`src/rtl/memory_map_router.sv`:
```
// memory_map_router
//   Routes one host command port to NUM_TARGETS memory-mapped slaves using a
//   base/mask address decode. A read is tracked by the index of the target
//   that accepted it, so the reply path ignores later input_addr changes.
//   Unmapped reads and read timeouts get an error reply carrying ERROR_DATA.
//   Unmapped writes are dropped and flagged with a one-cycle pulse.
//
// Ports
//   clk, rst_n              clock (rising edge), async active-low reset
//   input_cmd_start/write   host command request and direction (1 = write)
//   output_cmd_ready        router accepts a command this cycle
//   input_addr/wdata        host byte address and write data
//   output_rdata(_valid)    read reply to the host, one-cycle strobe
//   output_error            qualifies rdata_valid: unmapped read or timeout
//   output_unmapped_write   pulse: an unmapped write was dropped
//   tgt_cmd_start/write     per-target command strobe and direction
//   tgt_cmd_ready           per-target ready
//   tgt_addr                per-target offset address (input_addr - base_i)
//   tgt_wdata               shared write data
//   tgt_rdata(_valid)       per-target read data and strobe
module memory_map_router #(
  parameter int unsigned NUM_TARGETS = 2,
  parameter logic [NUM_TARGETS*32-1:0] TARGET_BASE = {32'hff000000, 32'h00000000},
  parameter logic [NUM_TARGETS*32-1:0] TARGET_MASK = {32'hfffffe00, 32'hfffff000},
  parameter int unsigned TIMEOUT = 255,
  parameter logic [31:0] ERROR_DATA = 32'hdeadbeef
) (
  input  logic                      clk,
  input  logic                      rst_n,
  input  logic                      input_cmd_start,
  input  logic                      input_cmd_write,
  output logic                      output_cmd_ready,
  input  logic [31:0]               input_addr,
  input  logic [31:0]               input_wdata,
  output logic [31:0]               output_rdata,
  output logic                      output_rdata_valid,
  output logic                      output_error,
  output logic                      output_unmapped_write,
  output logic [NUM_TARGETS-1:0]    tgt_cmd_start,
  output logic [NUM_TARGETS-1:0]    tgt_cmd_write,
  input  logic [NUM_TARGETS-1:0]    tgt_cmd_ready,
  output logic [NUM_TARGETS*32-1:0] tgt_addr,
  output logic [31:0]               tgt_wdata,
  input  logic [NUM_TARGETS*32-1:0] tgt_rdata,
  input  logic [NUM_TARGETS-1:0]    tgt_rdata_valid
);

  localparam int unsigned SEL_W = (NUM_TARGETS > 1) ? $clog2(NUM_TARGETS) : 1;
  localparam logic [15:0] TIMEOUT_LAST = 16'(TIMEOUT - 1);

  typedef enum logic [1:0] {
    IDLE = 2'd0,
    BUSY = 2'd1,
    ERR  = 2'd2
  } state_t;

  state_t             state_r;
  logic [15:0]        count_r;
  logic [SEL_W-1:0]   cur_r;
  logic               unmapped_write_r;

  logic [NUM_TARGETS-1:0] hit_s;
  logic [SEL_W-1:0]       sel_s;
  logic                   mapped_s;
  logic                   sel_ready_s;
  logic                   cur_valid_s;
  logic [31:0]            cur_rdata_s;
  logic                   idle_s;
  logic                   accept_s;

  // Address decode: per-target hit, lowest hit index wins on overlap.
  always_comb begin
    hit_s = '0;
    sel_s = '0;
    for (int i = 0; i < NUM_TARGETS; i++) begin
      hit_s[i] = ((input_addr & TARGET_MASK[32*i +: 32]) == TARGET_BASE[32*i +: 32]);
    end
    // Scan downward so the last assignment is the lowest hit index.
    for (int i = NUM_TARGETS - 1; i >= 0; i--) begin
      if (hit_s[i]) begin
        sel_s = SEL_W'(i);
      end else begin
        sel_s = sel_s;
      end
    end
    mapped_s = |hit_s;
  end

  // Ready of the decoded target and reply signals of the tracked target.
  always_comb begin
    sel_ready_s = 1'b0;
    cur_valid_s = 1'b0;
    cur_rdata_s = 32'h0000_0000;
    for (int i = 0; i < NUM_TARGETS; i++) begin
      if (sel_s == SEL_W'(i)) begin
        sel_ready_s = tgt_cmd_ready[i];
      end else begin
        sel_ready_s = sel_ready_s;
      end
      if (cur_r == SEL_W'(i)) begin
        cur_valid_s = tgt_rdata_valid[i];
        cur_rdata_s = tgt_rdata[32*i +: 32];
      end else begin
        cur_valid_s = cur_valid_s;
        cur_rdata_s = cur_rdata_s;
      end
    end
  end

  assign idle_s   = (state_r == IDLE);
  assign accept_s = input_cmd_start && output_cmd_ready;

  // Per-target command fan-out; start is gated by decode only, not by ready.
  always_comb begin
    tgt_cmd_start = '0;
    tgt_cmd_write = '0;
    tgt_addr      = '0;
    for (int i = 0; i < NUM_TARGETS; i++) begin
      tgt_cmd_start[i] = input_cmd_start && idle_s && mapped_s && (sel_s == SEL_W'(i));
      tgt_cmd_write[i] = input_cmd_start && idle_s && mapped_s && (sel_s == SEL_W'(i))
                         && input_cmd_write;
      tgt_addr[32*i +: 32] = input_addr - TARGET_BASE[32*i +: 32];
    end
  end

  assign tgt_wdata = input_wdata;

  // Host-side reply: read data is forwarded in the same cycle the target strobes.
  always_comb begin
    output_cmd_ready   = 1'b0;
    output_rdata       = 32'h0000_0000;
    output_rdata_valid = 1'b0;
    output_error       = 1'b0;
    case (state_r)
      IDLE: begin
        output_cmd_ready = mapped_s ? sel_ready_s : 1'b1;
      end
      BUSY: begin
        if (cur_valid_s) begin
          output_rdata       = cur_rdata_s;
          output_rdata_valid = 1'b1;
        end else begin
          output_rdata_valid = 1'b0;
        end
      end
      ERR: begin
        output_rdata       = ERROR_DATA;
        output_rdata_valid = 1'b1;
        output_error       = 1'b1;
      end
      default: begin
        output_cmd_ready = 1'b0;
      end
    endcase
  end

  assign output_unmapped_write = unmapped_write_r;

  // Transaction tracker FSM: outstanding-read target, timeout counter, write-drop pulse.
  always_ff @(posedge clk or negedge rst_n) begin
    if (!rst_n) begin
      state_r          <= IDLE;
      count_r          <= 16'd0;
      cur_r            <= '0;
      unmapped_write_r <= 1'b0;
    end else begin
      unmapped_write_r <= 1'b0;
      case (state_r)
        IDLE: begin
          if (accept_s && input_cmd_write) begin
            unmapped_write_r <= !mapped_s;
          end else if (accept_s && mapped_s) begin
            cur_r   <= sel_s;
            count_r <= 16'd0;
            state_r <= BUSY;
          end else if (accept_s) begin
            state_r <= ERR;
          end else begin
            state_r <= IDLE;
          end
        end
        BUSY: begin
          if (cur_valid_s) begin
            state_r <= IDLE;
          end else if (count_r == TIMEOUT_LAST) begin
            state_r <= ERR;
          end else if (count_r != 16'hffff) begin
            count_r <= count_r + 16'd1;
          end else begin
            count_r <= count_r;
          end
        end
        ERR: begin
          state_r <= IDLE;
        end
        default: begin
          state_r <= IDLE;
        end
      endcase
    end
  end

endmodule

```
`config.mk`:
```
export PLATFORM = sky130hd
export DESIGN_NAME = memory_map_router
export DESIGN_NICKNAME = d
export VERILOG_FILES = /design/src/rtl/memory_map_router.sv
export SDC_FILE = /design/constraint.sdc
export NUM_CORES = 1
export LEC_CHECK = 0
export CORE_AREA = 4 4 104 106
export DETAILED_ROUTE_END_ITERATION = 8
export DIE_AREA = 0 0 108 110
export HOLD_SLACK_MARGIN = 0.02
export PLACE_DENSITY = 0.76
export SLEW_MARGIN = 5
export SYNTH_ARGS = -nofsm -noshare
export SYNTH_HDL_FRONTEND = slang
export SYNTH_SLANG_ARGS = --single-unit
```
`constraint.sdc`:
```
create_clock -name clk -period 3.3 [get_ports clk]
set_clock_uncertainty 0.15 [all_clocks]
set_input_delay 0.825 -clock clk [delete_from_list [all_inputs] [get_ports clk]]
set_output_delay 0.825 -clock clk [all_outputs]
set_load 0.02 [all_outputs]
```
# Word level (Yosys, flattened, before mapping)
# Index checks and enable logic that the tools add are counted.
[totals] wordCells=62 register_bits=20 in_bits=136
[classes] n_reduce_logical=17 n_eq_ne=11 addsub=2 bitwise=2 mux=26
[ops] op="$mux 16" n=5
[ops] op="$mux 32" n=2
[ops] op="$pmux 32 s2" n=1
[ops] op="$logic_not 32->1" n=1
[ops] op="$pmux 16 s2" n=1
[ops] op="$sub 32x32->32 const B" n=1
[ops] op="$eq 23x23->1 const B" n=1
[ops] op="$add 16x1->16 const B" n=1
[ops] op="$eq 16x8->1 const B" n=1
[ops] op="$ne 16x16->1 const B" n=1
[ops] op="$mux 1" n=10
[ops] op="$mux 2" n=5
[ops] op="$logic_and 1x1->1" n=9
[ops] op="$ne 2x2->1 const B" n=4
[ops] op="$reduce_and 6->1" n=1
[ops] op="$pmux 2 s2" n=1
[ops] op="$ne 3x3->1 const B" n=1
[ops] op="$reduce_and 3->1" n=1
[ops] op="$eq 2x1->1 const B" n=1
[ops] op="$eq 2x2->1 const B" n=1
[ops] op="$logic_not 2->1" n=1
[ops] op="$ne 2x1->1 const B" n=1
[ops] op="$not 1->1" n=2
[ops] op="$pmux 1 s2" n=1
[ops] op="4 further kinds" n=4

# Longest topological paths before layout
[logic_depth] depth_word=11 ltp_mapped=11 ltp_nobuf=8

# Least setup slack after synthesis
# OpenSTA, ideal clock, no wires.
[synth_path] path_kind="input -> register" start="input input_addr[24]" end="register count_r[10]" slack_ns=-0.443 path_stages=11 setup_time_ns=0.124 arrival_time_ns=3.469 required_ns=3.026 cell_sequence="inv_1 > ha_1 > or4b_1 > or4_1 > o32a_2 > and4_4 > buf_6 > or3_1 > buf_6 > buf_8 > a211o_1"
[synth_via] elab_chain_cells=10 elab_cells_between_ends=14 classes_between="3 x eq/ne; 5 x mux; 6 x reduce/logical"
[synth_lines] item="start, declared" line_no="33" text="input logic [31:0] input_addr,"
[synth_lines] item="$eq 23x23->1" line_no="76" text="hit_s[i] = ((input_addr & TARGET_MASK[32*i +: 32]) == TARGET_BASE[32*i +: 32]);"
[synth_lines] item="$mux 1 (2 in series)" line_no="80" text="if (hit_s[i]) begin"
[synth_lines] item="$mux 1" line_no="95" text="if (sel_s == SEL_W'(i)) begin"
[synth_lines] item="$mux 1" line_no="136" text="output_cmd_ready = mapped_s ? sel_ready_s : 1'b1;"
[synth_lines] item="$mux 1" line_no="134" text="case (state_r)"
[synth_lines] item="$logic_and 1x1->1" line_no="111" text="assign accept_s = input_cmd_start && output_cmd_ready;"
[synth_lines] item="$logic_and 1x1->1, on equally long branches" line_no="172, 170"
[synth_lines] item="$ne 2x1->1 (no source line) / $ne 2x2->1 (equally long branches)"
[synth_lines] item="$reduce_and 6->1 (no source line) (*)"
[synth_lines] item="end signal, assigned" line_no="188" text="count_r <= count_r + 16'd1;"
[synth_lines] item="end signal, assigned" line_no="190" text="count_r <= count_r;"
[synth_lines] item="end, declared" line_no="58" text="logic [15:0] count_r;"
# Every way passes the cells marked *; elsewhere a longest branch is shown, timed or not.
# A chain may end at the register's enable or synchronous reset.

# Final worst setup path
[layout_path] start="input input_addr[24]" end="output output_cmd_ready"
[layout_via] elab_chain_cells=6 elab_cells_between_ends=8 classes_between="1 x eq/ne; 5 x mux; 2 x reduce/logical"
[layout_lines] item="$eq 23x23->1" line_no="76"
[layout_lines] item="$mux 1 (2 in series)" line_no="80"
[layout_lines] item="$mux 1" line_no="95"
[layout_lines] item="$mux 1 (*)" line_no="136"
[layout_lines] item="$mux 1 (*)" line_no="134"
[layout_lines] item="end, declared" line_no="32" text="output logic output_cmd_ready,"
# Marked as above.

==> results.json <==
{
  "failed_checks": "setup timing",
  "timing.hold.ws_ns": 0.409,
  "synth_top_cells_by_count": "88 x buf_4, 47 x nor2_1, 24 x a211oi_1, 24 x nor2b_1",
  "drt_iter0_markers": 215,
  "whs_endpoint": "state_r[1]$_DFFE_PN0P_",
  "dpl.hpwl_mm": 7.95,
  "io_buffers": 180,
  "via_count": 3184,
  "synth_area_leaders": "buf_4 23%, dfrtp_1 18%, a211oi_1 6.4%, nor2_1 6.2%, nor2b_1 5.3%",
  "antenna_found_initial": 0,
  "io_pins": 272,
  "cts_buffer_depth": 2,
  "cts_tree": "yes",
  "fin_nets": 653,
  "peakVddDrop_mv": 0.148,
  "syn_area_um2": 2830,
  "synth_edf_count": 0,
  "critPathBufInv": 3,
  "drc_errors": 0,
  "diodes": 0,
  "grt_pass1_vias": 3254,
  "finalMaxSlewViolations": 0,
  "gp_congestion": 0.796,
  "clk_latency_ns": 0.26,
  "crit_chain": "buf_8, clkinvlp_4, ha_4, or4b_4, or4_4, o32a_4, and2_4, buf_6",
  "cts_root_buffer": "clkbuf_8",
  "grtUsageTotal_pct": 15.9,
  "syn_inst": 377,
  "status": "finished with violations",
  "maxCapViolCount": 0,
  "rows": 36,
  "wl_per_cell_um": 15.7,
  "syn-num-nets": 520,
  "clock-sinks": 20,
  "tightest_slew_ns": 0.609,
  "ant_nets": 0,
  "hold_depth": 1,
  "crit_arrival_ns": 2.49,
  "power_density_nw_per_um2": 219,
  "cp.depth": 8,
  "crit_family": "simple AND/OR/NAND/NOR gates",
  "yosysSeqAreaShare_pct": 17.7,
  "regToRegStartpoint": "count_r[1]$_DFFE_PN0P_",
  "rsz0062_at_grt": "yes",
  "slew-limit-headroom_pct": 59.1,
  "cts_hold_buf": 0,
  "areaGrowthSynthToFinish_pct": 62.7,
  "rr_worst_depth": 8,
  "start_util_pct": 29.0,
  "crit_path_end_kind": "output pin",
  "timing.fmax_mhz": 289,
  "synthArstFlopShare_pct": 100,
  "power_mw": 1.01,
  "cpPeakStageDelay_ns": 0.45,
  "avgViaCountPerCell": 4.96,
  "overflow": 0,
  "period_share_pct": 105,
  "layout_min_cycle_time_ns": 3.46,
  "tns_ns": -0.374,
  "fin_area_um2": 4600,
  "power.leakage_nw": 2.09,
  "synth_most_common_cell": "buf_4",
  "ys_types": 42,
  "cp-start-kind": "input pin",
  "drive_gt1_share_pct": 24.8,
  "fp.dieH_um": 110,
  "min_from": "state_r[1]$_DFFE_PN0P_",
  "htreeDepth": 1,
  "finalHoldViolCount": 0,
  "required_ns": 2.32,
  "coreArea_um2": 9770,
  "yosysWarnings": 0,
  "crit_type": "input pin to output pin",
  "avgSynthCellArea_um2": 7.51,
  "hold_class": "register to register",
  "grt_first_pass_wirelength_mm": 15.6,
  "clkSlewWorstSetupHoldPaths_ns": 0.08,
  "yosys_register_bits": 20,
  "cts_buffers": 3,
  "worst_slack_ns": -0.162,
  "dr.pass1.iters": 4,
  "dieWidth_um": 108,
  "placed_cell_area_um2": 4440,
  "synth_top_area_cell": "buf_4",
  "wl_mm": 10.0,
  "r2r_end": "count_r[1]$_DFFE_PN0P_",
  "grt_max_degree": 58,
  "die_area_um2": 11900,
  "yosysTopAreaCellShare_pct": 23.3,
  "synth-main-ff-cell": "dfrtp_1",
  "slowest_stage": "or4b_4",
  "r2r_slack_ns": 0.48,
  "worstPathMaxFanout": 2,
  "finalSetupViolCount": 3
}
-- power by group --
group / total, mW / switching (mW) / internal, mW
combinational: 0.565 / 0.266 / 0.299
sequential: 0.249 / 0.00197 / 0.247
clock: 0.195 / 0.0889 / 0.106
-- placed cells by master (no fill, tap or decap), types with 4 or more instances in the layout --
cell               n
a211o_1            8
a211oi_1          24
and3_1             5
buf_2             24
buf_4             51
buf_6              9
clkbuf_8           4
clkdlybuf4s50_1  118
dfrtp_1           19
dlygate4sd2_1     19
dlymetal6s2s_1     6
ha_1               6
inv_1              7
mux2i_1           10
nand2_1           14
nand3_1           18
nand3b_1           8
nor2_1            43
nor2b_1           24
nor3_1             4
nor4_1            10
o211ai_1           6
o31ai_1            6
or3_1              5
xnor2_1            5
-- layout make-up --
cell class / instances / area (µm²)
clock buffers: 4 / 55.1
fillers: 948 / 5170
inverters: 9 / 37.5
multi-input cells: 240 / 1670
flip-flops and latches: 20 / 502
well taps: 133 / 166
repair buffers: 236 / 2170
-- how the worst max path moves through the flow --
stage / startpoint / endpoint / slack, ns
floorplan: input_addr[24] / count_r[12]$_DFFE_PN0P_ / -0.32
finish: input_addr[24] / output_cmd_ready / -0.16
CTS: input_addr[24] / output_cmd_ready / -0.19
global placement: input_addr[25] / output_cmd_ready / -1.13
detailed placement: input_addr[25] / output_cmd_ready / -1.18
global route: input_addr[24] / output_cmd_ready / -0.20
-- what timing repair did --
action	CTS	global route
pin swaps	18	9
endpoints found under the setup margin	65	32
setup buffers	7	2
endpoints found under the hold margin	0	0
resized for setup	192	17
gates cloned	2	0
-- kinds of logic after synthesis --
kind of cell / share of synthesized area, %
AND/OR/NAND/NOR: 30.2
AO/OA/AOI/OAI: 14.3
flip-flops: 17.7
buffers and inverters: 28.1
multiplexers: 4.73
XOR/XNOR: 1.86
adder cells (fa/ha/maj): 3.09
-- layer usage --
layer,up-vias,share of wire [%],GRT usage [%]
li1,1512,-,-
met1,1485,37,18.5
met2,151,52,28.5
met3,36,8.0,4.08
met4,0,2.6,5.68
met5,-,0,0
-- state kept, by name, summed over array words and instances, names as in the netlist --
| name | flops |
|---|---|
| output_unmapped_write | 1 |
| state_r | 2 |
| cur_r | 1 |
| count_r | 16 |
-- through the flow --
stage / std cells / worst slack (ns) / util, %
6_report: 642 / -0.162 / 47.1
5_1_grt: 642 / -0.201 / 47.1
4_1_cts: 641 / -0.190 / 46.7
3_5_place_dp: 628 / -1.18 / 45.4
3_3_place_gp: 628 / -1.13 / 45.4
2_1_floorplan: 377 / -0.322 / -
(Power assumes the default switching activity.)
